## config.mk

```make
export PLATFORM = sky130hd
export DESIGN_NAME = syn_fifo
export DESIGN_NICKNAME = d
export VERILOG_FILES = /design/src/rtl/syn_fifo_pkg.sv /design/src/rtl/syn_fifo_ram.sv /design/src/rtl/syn_fifo.sv
export SDC_FILE = /design/constraint.sdc
export NUM_CORES = 1
export LEC_CHECK = 0
export BUFFER_PORTS_ARGS = -buffer_cell sky130_fd_sc_hd__buf_2
export CAP_MARGIN = 20
export CELL_PAD_IN_SITES_DETAIL_PLACEMENT = 1
export CELL_PAD_IN_SITES_GLOBAL_PLACEMENT = 1
export CORE_MARGIN = 1
export CORE_UTILIZATION = 35
export CTS_BUF_LIST = sky130_fd_sc_hd__clkbuf_8 sky130_fd_sc_hd__clkbuf_16
export CTS_CLUSTER_DIAMETER = 120
export DETAILED_ROUTE_END_ITERATION = 8
export PLACE_DENSITY_LB_ADDON = 0.1
export SLEW_MARGIN = 10
export SYNTH_ARGS = -nofsm -noshare
export SYNTH_HDL_FRONTEND = slang
export SYNTH_SLANG_ARGS = --single-unit
```

## constraint.sdc

```tcl
create_clock -name clk -period 2.6 [get_ports clk]
set_input_delay 0.65 -clock clk [delete_from_list [all_inputs] [get_ports clk]]
set_output_delay 0.65 -clock clk [all_outputs]
set_load 0.05 [all_outputs]
```

## src/rtl/syn_fifo_pkg.sv

```systemverilog
// Shared width helpers and the wrapping pointer increment for syn_fifo.
package syn_fifo_pkg;

    function automatic int ptr_w(input int depth);
        return $clog2(depth);
    endfunction

    function automatic int cnt_w(input int depth);
        return $clog2(depth + 1);
    endfunction

    // Wrap explicitly at depth-1 so non-power-of-two depths stay in range.
    function automatic int unsigned ptr_inc(input int unsigned ptr, input int unsigned depth);
        return (ptr == depth - 1) ? 32'd0 : ptr + 32'd1;
    endfunction

endpackage

```

## src/rtl/syn_fifo_ram.sv

```systemverilog
// Storage for syn_fifo: synchronous write, registered read, storage not reset.
// Latency: read data appears the cycle after re_i. No flow control of its own; the caller gates we_i/re_i.
// Same-address read and write in one cycle returns the old contents.
module syn_fifo_ram #(
    parameter int WIDTH = 8,
    parameter int DEPTH = 8,
    parameter int AW    = 3
) (
    input  logic             clk,
    input  logic             rst,
    input  logic             we_i,
    input  logic [AW-1:0]    waddr_i,
    input  logic [WIDTH-1:0] wdata_i,
    input  logic             re_i,
    input  logic [AW-1:0]    raddr_i,
    output logic [WIDTH-1:0] rdata_o
);

    logic [WIDTH-1:0] mem_q [DEPTH];
    logic [WIDTH-1:0] rdata_q;

    always_ff @(posedge clk) begin
        if (we_i) begin
            mem_q[waddr_i] <= wdata_i;
        end
    end

    // Only the output register is reset; stale storage is never observable.
    always_ff @(posedge clk) begin
        if (rst) begin
            rdata_q <= '0;
        end else if (re_i) begin
            rdata_q <= mem_q[raddr_i];
        end
    end

    assign rdata_o = rdata_q;

endmodule

```

## src/rtl/syn_fifo.sv

```systemverilog
// Single-clock FIFO with occupancy count, almost flags and optional sticky errors (SYN_FIFO_ERR_EN).
// Latency: flags/count follow the accepting edge; rd_data/rd_valid one cycle after rd_en is accepted.
// Backpressure: writes dropped when full unless a read frees a slot; reads dropped when empty.
module syn_fifo
    import syn_fifo_pkg::*;
#(
    parameter int WIDTH     = 8,
    parameter int DEPTH     = 8,
    parameter int AFULL_TH  = DEPTH - 1,
    parameter int AEMPTY_TH = 1
) (
    input  logic                      clk,
    input  logic                      rst,
    input  logic                      wr_en,
    input  logic [WIDTH-1:0]          wr_data,
    input  logic                      rd_en,
    output logic [WIDTH-1:0]          rd_data,
    output logic                      rd_valid,
    output logic                      full,
    output logic                      empty,
    output logic                      almost_full,
    output logic                      almost_empty,
    output logic [cnt_w(DEPTH)-1:0]   count
`ifdef SYN_FIFO_ERR_EN
    ,
    output logic                      overflow,
    output logic                      underflow
`endif
);

    localparam int PW = ptr_w(DEPTH);
    localparam int CW = cnt_w(DEPTH);

    localparam logic [CW-1:0] FULL_CNT   = CW'(DEPTH);
    localparam logic [CW-1:0] AFULL_CNT  = CW'(AFULL_TH);
    localparam logic [CW-1:0] AEMPTY_CNT = CW'(AEMPTY_TH);

    logic [PW-1:0] wr_ptr_q, wr_ptr_d;
    logic [PW-1:0] rd_ptr_q, rd_ptr_d;
    logic [CW-1:0] count_q, count_d;
    logic          rd_valid_q, rd_valid_d;

    logic full_s;
    logic empty_s;
    logic wr_acc;
    logic rd_acc;

    assign full_s  = (count_q == FULL_CNT);
    assign empty_s = (count_q == '0);

    // A full FIFO still takes a write when a read frees the oldest slot this edge.
    assign wr_acc = wr_en && (!full_s || rd_en);
    assign rd_acc = rd_en && !empty_s;

    always_comb begin
        wr_ptr_d   = wr_ptr_q;
        rd_ptr_d   = rd_ptr_q;
        count_d    = count_q;
        rd_valid_d = rd_acc;

        if (wr_acc) begin
            wr_ptr_d = PW'(ptr_inc(32'(wr_ptr_q), DEPTH));
        end
        if (rd_acc) begin
            rd_ptr_d = PW'(ptr_inc(32'(rd_ptr_q), DEPTH));
        end

        case ({wr_acc, rd_acc})
            2'b10:   count_d = count_q + CW'(1);
            2'b01:   count_d = count_q - CW'(1);
            default: count_d = count_q;
        endcase
    end

    always_ff @(posedge clk) begin
        if (rst) begin
            wr_ptr_q   <= '0;
            rd_ptr_q   <= '0;
            count_q    <= '0;
            rd_valid_q <= 1'b0;
        end else begin
            wr_ptr_q   <= wr_ptr_d;
            rd_ptr_q   <= rd_ptr_d;
            count_q    <= count_d;
            rd_valid_q <= rd_valid_d;
        end
    end

    syn_fifo_ram #(
        .WIDTH (WIDTH),
        .DEPTH (DEPTH),
        .AW    (PW)
    ) u_ram (
        .clk     (clk),
        .rst     (rst),
        .we_i    (wr_acc),
        .waddr_i (wr_ptr_q),
        .wdata_i (wr_data),
        .re_i    (rd_acc),
        .raddr_i (rd_ptr_q),
        .rdata_o (rd_data)
    );

    assign rd_valid     = rd_valid_q;
    assign count        = count_q;
    assign full         = full_s;
    assign empty        = empty_s;
    assign almost_full  = (count_q >= AFULL_CNT);
    assign almost_empty = (count_q <= AEMPTY_CNT);

`ifdef SYN_FIFO_ERR_EN
    logic overflow_q, overflow_d;
    logic underflow_q, underflow_d;

    always_comb begin
        overflow_d  = overflow_q  | (wr_en && !wr_acc);
        underflow_d = underflow_q | (rd_en && empty_s);
    end

    always_ff @(posedge clk) begin
        if (rst) begin
            overflow_q  <= 1'b0;
            underflow_q <= 1'b0;
        end else begin
            overflow_q  <= overflow_d;
            underflow_q <= underflow_d;
        end
    end

    assign overflow  = overflow_q;
    assign underflow = underflow_q;
`endif

endmodule
```

==> Word level (Yosys, flattened, before mapping) <==
Memory sizes are Yosys's and may differ from the RTL's. A register that Yosys moved wholly into a read port is not among the register bits.
Cells that the tools add are included.
{ "op_classes": {"addsub": 4, "magnitude_cmp": 2, "eq_ne": 5, "n_mux": 5, "reduce_logical": 7} }
{ "op_table": {"columns": ["op", "n"], "rows": [
  ["4-bit one-hot mux with 2 select lines", 1],
  ["3-bit by 1-bit adder with 3-bit output (second input constant)", 2],
  ["3-bit == test (second input constant)", 2],
  ["3-bit 2-to-1 mux", 2],
  ["4-bit by 1-bit adder with 4-bit output (second input constant)", 1],
  ["4-bit == test (second input constant)", 1],
  ["4-bit by 3-bit greater-or-equal comparator with 1-bit output (second input constant)", 1],
  ["4-bit by 1-bit <= comparator with 1-bit output (second input constant)", 1],
  ["4-bit zero test", 1],
  ["4-bit by 1-bit subtractor with 4-bit output (second input constant)", 1],
  ["2-bit by 1-bit == test with 1-bit output (second input constant)", 1],
  ["2-bit == test (second input constant)", 1],
  ["1-bit logical AND", 2],
  ["1-bit zero test", 2],
  ["1-bit 2-to-1 mux", 2],
  ["2-bit nonzero test", 1],
  ["1-bit logical OR", 1]
]} }
{ "word_totals": {"register_bits": 11, "ramBits": 64, "input_bits": 12, "wordCells": 28, "mem_count": 1} }
{ "memory_table": {"columns": ["name", "depth", "width", "read_ports", "rd_ports_with_merged_regs", "wr", "line", "text"], "rows": [
  ["u_ram.mem_q", 8, 8, 1, 1, 1, "syn_fifo_ram.sv:19", "logic [WIDTH-1:0] mem_q [DEPTH];"]
]} }

==> Longest topological paths before layout <==
{ "depth": {"depth_word": 6, "mapped_depth": 11} }

==> By module <==
Synthesis repeated with hierarchy kept, for this count alone.
{ "hier_totals": {"hier_cells": 232, "hier_area_um2": 3432.0} }
{ "by_module_without_submodules": {"columns": ["module", "n_inst", "cells_each", "area_per_inst_um2", "seq_area_each_um2"], "rows": [
  ["syn_fifo_ram", 1, 162, 2812.7, 2082.0],
  ["syn_fifo", 1, 70, 619.3, 220.2]
]} }

==> Least setup slack after synthesis <==
Ideal clock, no wire load.
{ "synth_path": {"path_type": "register to register", "start": "reg count_q[1], in the netlist count[1]", "end": "reg count_q[3], in the netlist count[3]", "t_arrival_ns": 2.748, "t_required_ns": 2.472, "slack_ns": -0.275, "stages_incl_launch_ff": 12, "path_cell_list": "dfxtp_1 inv_1 ha_1 nor3b_2 nand2b_1 buf_6 inv_2 ha_1 or4b_1 a21oi_2 xnor2_1 nor2_1"} }
{ "synth_rtl": {"columns": ["item", "line", "text"], "rows": [
  ["start, declared", "syn_fifo.sv:40", "logic [CW-1:0] count_q, count_d;"],
  ["start signal, assigned", "syn_fifo.sv:84", "count_q <= count_d;"],
  ["4-bit zero test (*)", "syn_fifo.sv:49", "assign empty_s = (count_q == '0);"],
  ["via empty", "syn_fifo.sv:20", "output logic empty,"],
  ["1-bit zero test (*)", "syn_fifo.sv:53", "assign rd_acc = rd_en && !empty_s;"],
  ["1-bit logical AND (*)", "syn_fifo.sv:53", null],
  ["via rd_acc", "syn_fifo.sv:46", "logic rd_acc;"],
  ["2-bit by 1-bit == test with 1-bit output or 2-bit == test (tied branches)", "syn_fifo.sv:68", "case ({wr_acc, rd_acc})"],
  ["4-bit one-hot mux with 2 select lines or 2-bit nonzero test (tied branches)", null, null]
]} }
Mark *: on every way through the listed nets, which the timed path passes. The rest lies on a longest branch.
A chain may end at the register's enable or synchronous reset.

==> Final worst setup path <==
{ "layout_path": {"start": "reg count_q[1], in the netlist count[1]", "end": "reg count_q[3], in the netlist count[3]"} }
{ "layout_via": {"elab_chain_cells": 6} }
{ "layout_rtl": {"columns": ["item", "line", "text"], "rows": [
  ["4-bit == test", "syn_fifo.sv:48", "assign full_s = (count_q == FULL_CNT);"],
  ["1-bit zero test", "syn_fifo.sv:52", "assign wr_acc = wr_en && (!full_s || rd_en);"],
  ["1-bit logical OR", "syn_fifo.sv:52", null],
  ["1-bit logical AND", "syn_fifo.sv:52", null],
  ["2-bit by 1-bit == test with 1-bit output or 2-bit == test (tied branches)", "syn_fifo.sv:68", null],
  ["4-bit one-hot mux with 2 select lines or 2-bit nonzero test (tied branches)", null, null]
]} }
Several ways; a longest one is shown, not always the timed one.

==> out/qor.csv <==
metric,value,unit
detail-route-antenna-nets,0,
synth_top_area_cell,edfxtp_1,
synth_top_area_frac,0.573,
fin_ws,0.233,ns
rsz0062_at_grt,no,
dr.pass1.iters,4,
htree_num_levels,3,
crit_slowest_cell,or4b_1,
synth_top_family_by_area,multiplexers,
grt_pass1_vias,1921,
nets,280,
drt-initial-drc-count,50,
setup_viol,0,
crit_type,reg2reg,
synth_compound_area_frac,0.0843,
p_leak,1.39,nW
cp.arrival,2.60,ns
cts_made_buffers,9,
period_needed,2.37,ns
rows,35,
synth.distinct_cells,37,
worst_pin_slew,0.910,ns
final_common_cell,edfxtp_1,
port-buffer-count,28,
synth_seq_cells,83,
powerDensity,938,nW/um2
synthArstFlopShare,0,
min-delay-start,u_ram.rdata_o[1]$_SDFFE_PP0P_,
overflow,0,
final_cell_mix,"edfxtp_1, mux2i_1, buf_2, a22oi_1, dfxtp_1",
synthSimpleGateAreaFrac,0.0701,
crit_top_cell,ha_1,
critical-path-top-delay-family,simple AND/OR/NAND/NOR gates,
grt_max_degree,20,
cts_sinks,83,
insertion_delay,0.35,ns
crit_required,2.84,ns
cp-start-kind,register,
fin_crit_sh,0.910,
p_int,2.43,mW
num_antenna_cells,0,
finClkSkew,0.0107,ns
crit_path_end_kind,register,
ys_warn_count,0,
max_slew_margin,0.391,
comb_power_share,0.288,
synth_edf_count,64,
grt_pass1_wl,11200,um
synth.avg_cell_area,15.5,um2
coreArea,9240,um2
p_total,3.69,mW
path_buf_inv,1,
crit_chain,"inv_1, ha_1, nand3b_2, o21ai_4, ha_1, or4b_1, a21oi_2, xnor2_1, nor2_1",
crit_path_start,count[1]$_SDFFE_PP0P_,
clockBufferDepth,2,
switching_power,1.25,mW
tns,0,ns
postCtsResizedCells,0,
final_layout_size_suffix_gt1_frac,0.249,
dp_hpwl,4770,um
hold_class,reg2reg,
synthAdderAreaFrac,0.0299,
hold_buffers,0,
antenna_found_initial,0,
fin_util,0.425,
place_ws,0.210,ns
post-cts-setup-buffers,0,
synth_fp_nets,237,
gp_congestion,0.717,
yosysSeqAreaShare,0.687,
areaGrowthSynthToFinish,17.1,%
grt_usage,0.157,
drv_cap,0,
ys_top_cells_by_area,"edfxtp_1, dfxtp_1, mux2i_1",
initial_core_util,0.363,
r2r-start,count[1]$_SDFFE_PP0P_,
worstPathMaxFanout,10,
syn-cell-area,3350,um2
drt-vias-per-instance,4.86,
path_clk_slew,0.08,ns
p_clk_frac,0.265,
cp_slowest_stage_delay,0.48,ns
fmax,0.422,GHz
synthCells,217,
vias,1913,
synthFlopType,edfxtp_1,
synthMuxAreaShare,0.101,
drv_slew,0,
pwr-share-seq,0.446,
die_w,99.9,um
synth_xor_area_frac,0.00784,
drc,0,
drt-total-wl,7100,um
wl_per_cell,18.0,um
hold_violations,0,
ir_drop,0.000481,V
ioPinCount,29,
cts_tree,yes,
cts-root-buf,clkbuf_8,
fp.dieH,99.9,um
status,"finished, final reports clean",
p_sw_frac,0.340,
die-area,9980,um2
## per-stage QoR
| step | hold slack (ns) | instances | cell area [um2] |
|---|---|---|---|
| floorplan | 0.477 | 217 | 3360 |
| global placement | 0.443 | 378 | 3720 |
| detailed placement | 0.453 | 378 | 3720 |
| CTS | 0.472 | 394 | 3930 |
| global route | 0.476 | 394 | 3930 |
| finish | 0.463 | 394 | 3930 |
## routing by layer
| layer | global-route usage | vias up | wire length (um) |
|---|---|---|---|
| met5 | 0 | - | 0 |
| met4 | 0.0701 | 0 | 159 |
| met3 | 0.0306 | 16 | 150 |
| met2 | 0.255 | 25 | 3520 |
| met1 | 0.205 | 940 | 3270 |
| li1 | - | 932 | - |
## logic make-up (layout without fill, tap and decap cells)
logic type | after synthesis | in the layout
simple gates | 40 | 40
fa+ha+maj | 8 | 8
compound gates | 36 | 36
xor+xnor | 3 | 3
mux | 34 | 34
buf+inv | 13 | 61
flops | 83 | 83
## power by group through the flow
stage	combinational, mW	sequential [mW]	clock (mW)
finish	1.06	1.65	0.978
global route	1.15	1.67	1.06
detailed placement	1.08	1.68	0
global placement	1.07	1.67	0
floorplan	0.656	1.83	0
CTS	1.08	1.65	1.01
## flip-flops by register name, indices dropped and copies added (netlist names)
register and flops:
wr_ptr_q 3, u_ram.rdata_o 8, count 4, rd_valid 1, u_ram.mem_q 64, rd_ptr_q 3
## synth_stat cells (all sizes together), types with 2 or more instances
cell type,instances
or3,3
mux2i,34
o21ai,2
xor2,2
a21oi,7
clkbuf,2
buf,7
edfxtp,64
ha,8
nand2b,3
nor2,11
dfxtp,19
inv,4
nand2,7
nand3b,2
a32o,8
nor3,5
a22oi,16
nor2b,3
## cell type report
class                      count  area (um2)
fill                         959        5310
tap                          129         161
clock inverter                 7        86.3
sequential                    83        2310
clock buffer                   9         124
inverter                       4        15.0
multi-input combinational    121         997
timing repair buffer          41         238
## final timing paths
path	endpoint	slack [ns]	cells past startpoint
max	count[3]$_SDFFE_PP0P_	0.23	9
min	u_ram.rdata_o[1]$_SDFFE_PP0P_	0.46	1
max reg2reg	count[3]$_SDFFE_PP0P_	0.23	9
min reg2reg	u_ram.rdata_o[1]$_SDFFE_PP0P_	0.46	1
Note: power is estimated with default switching activity, not from simulation.
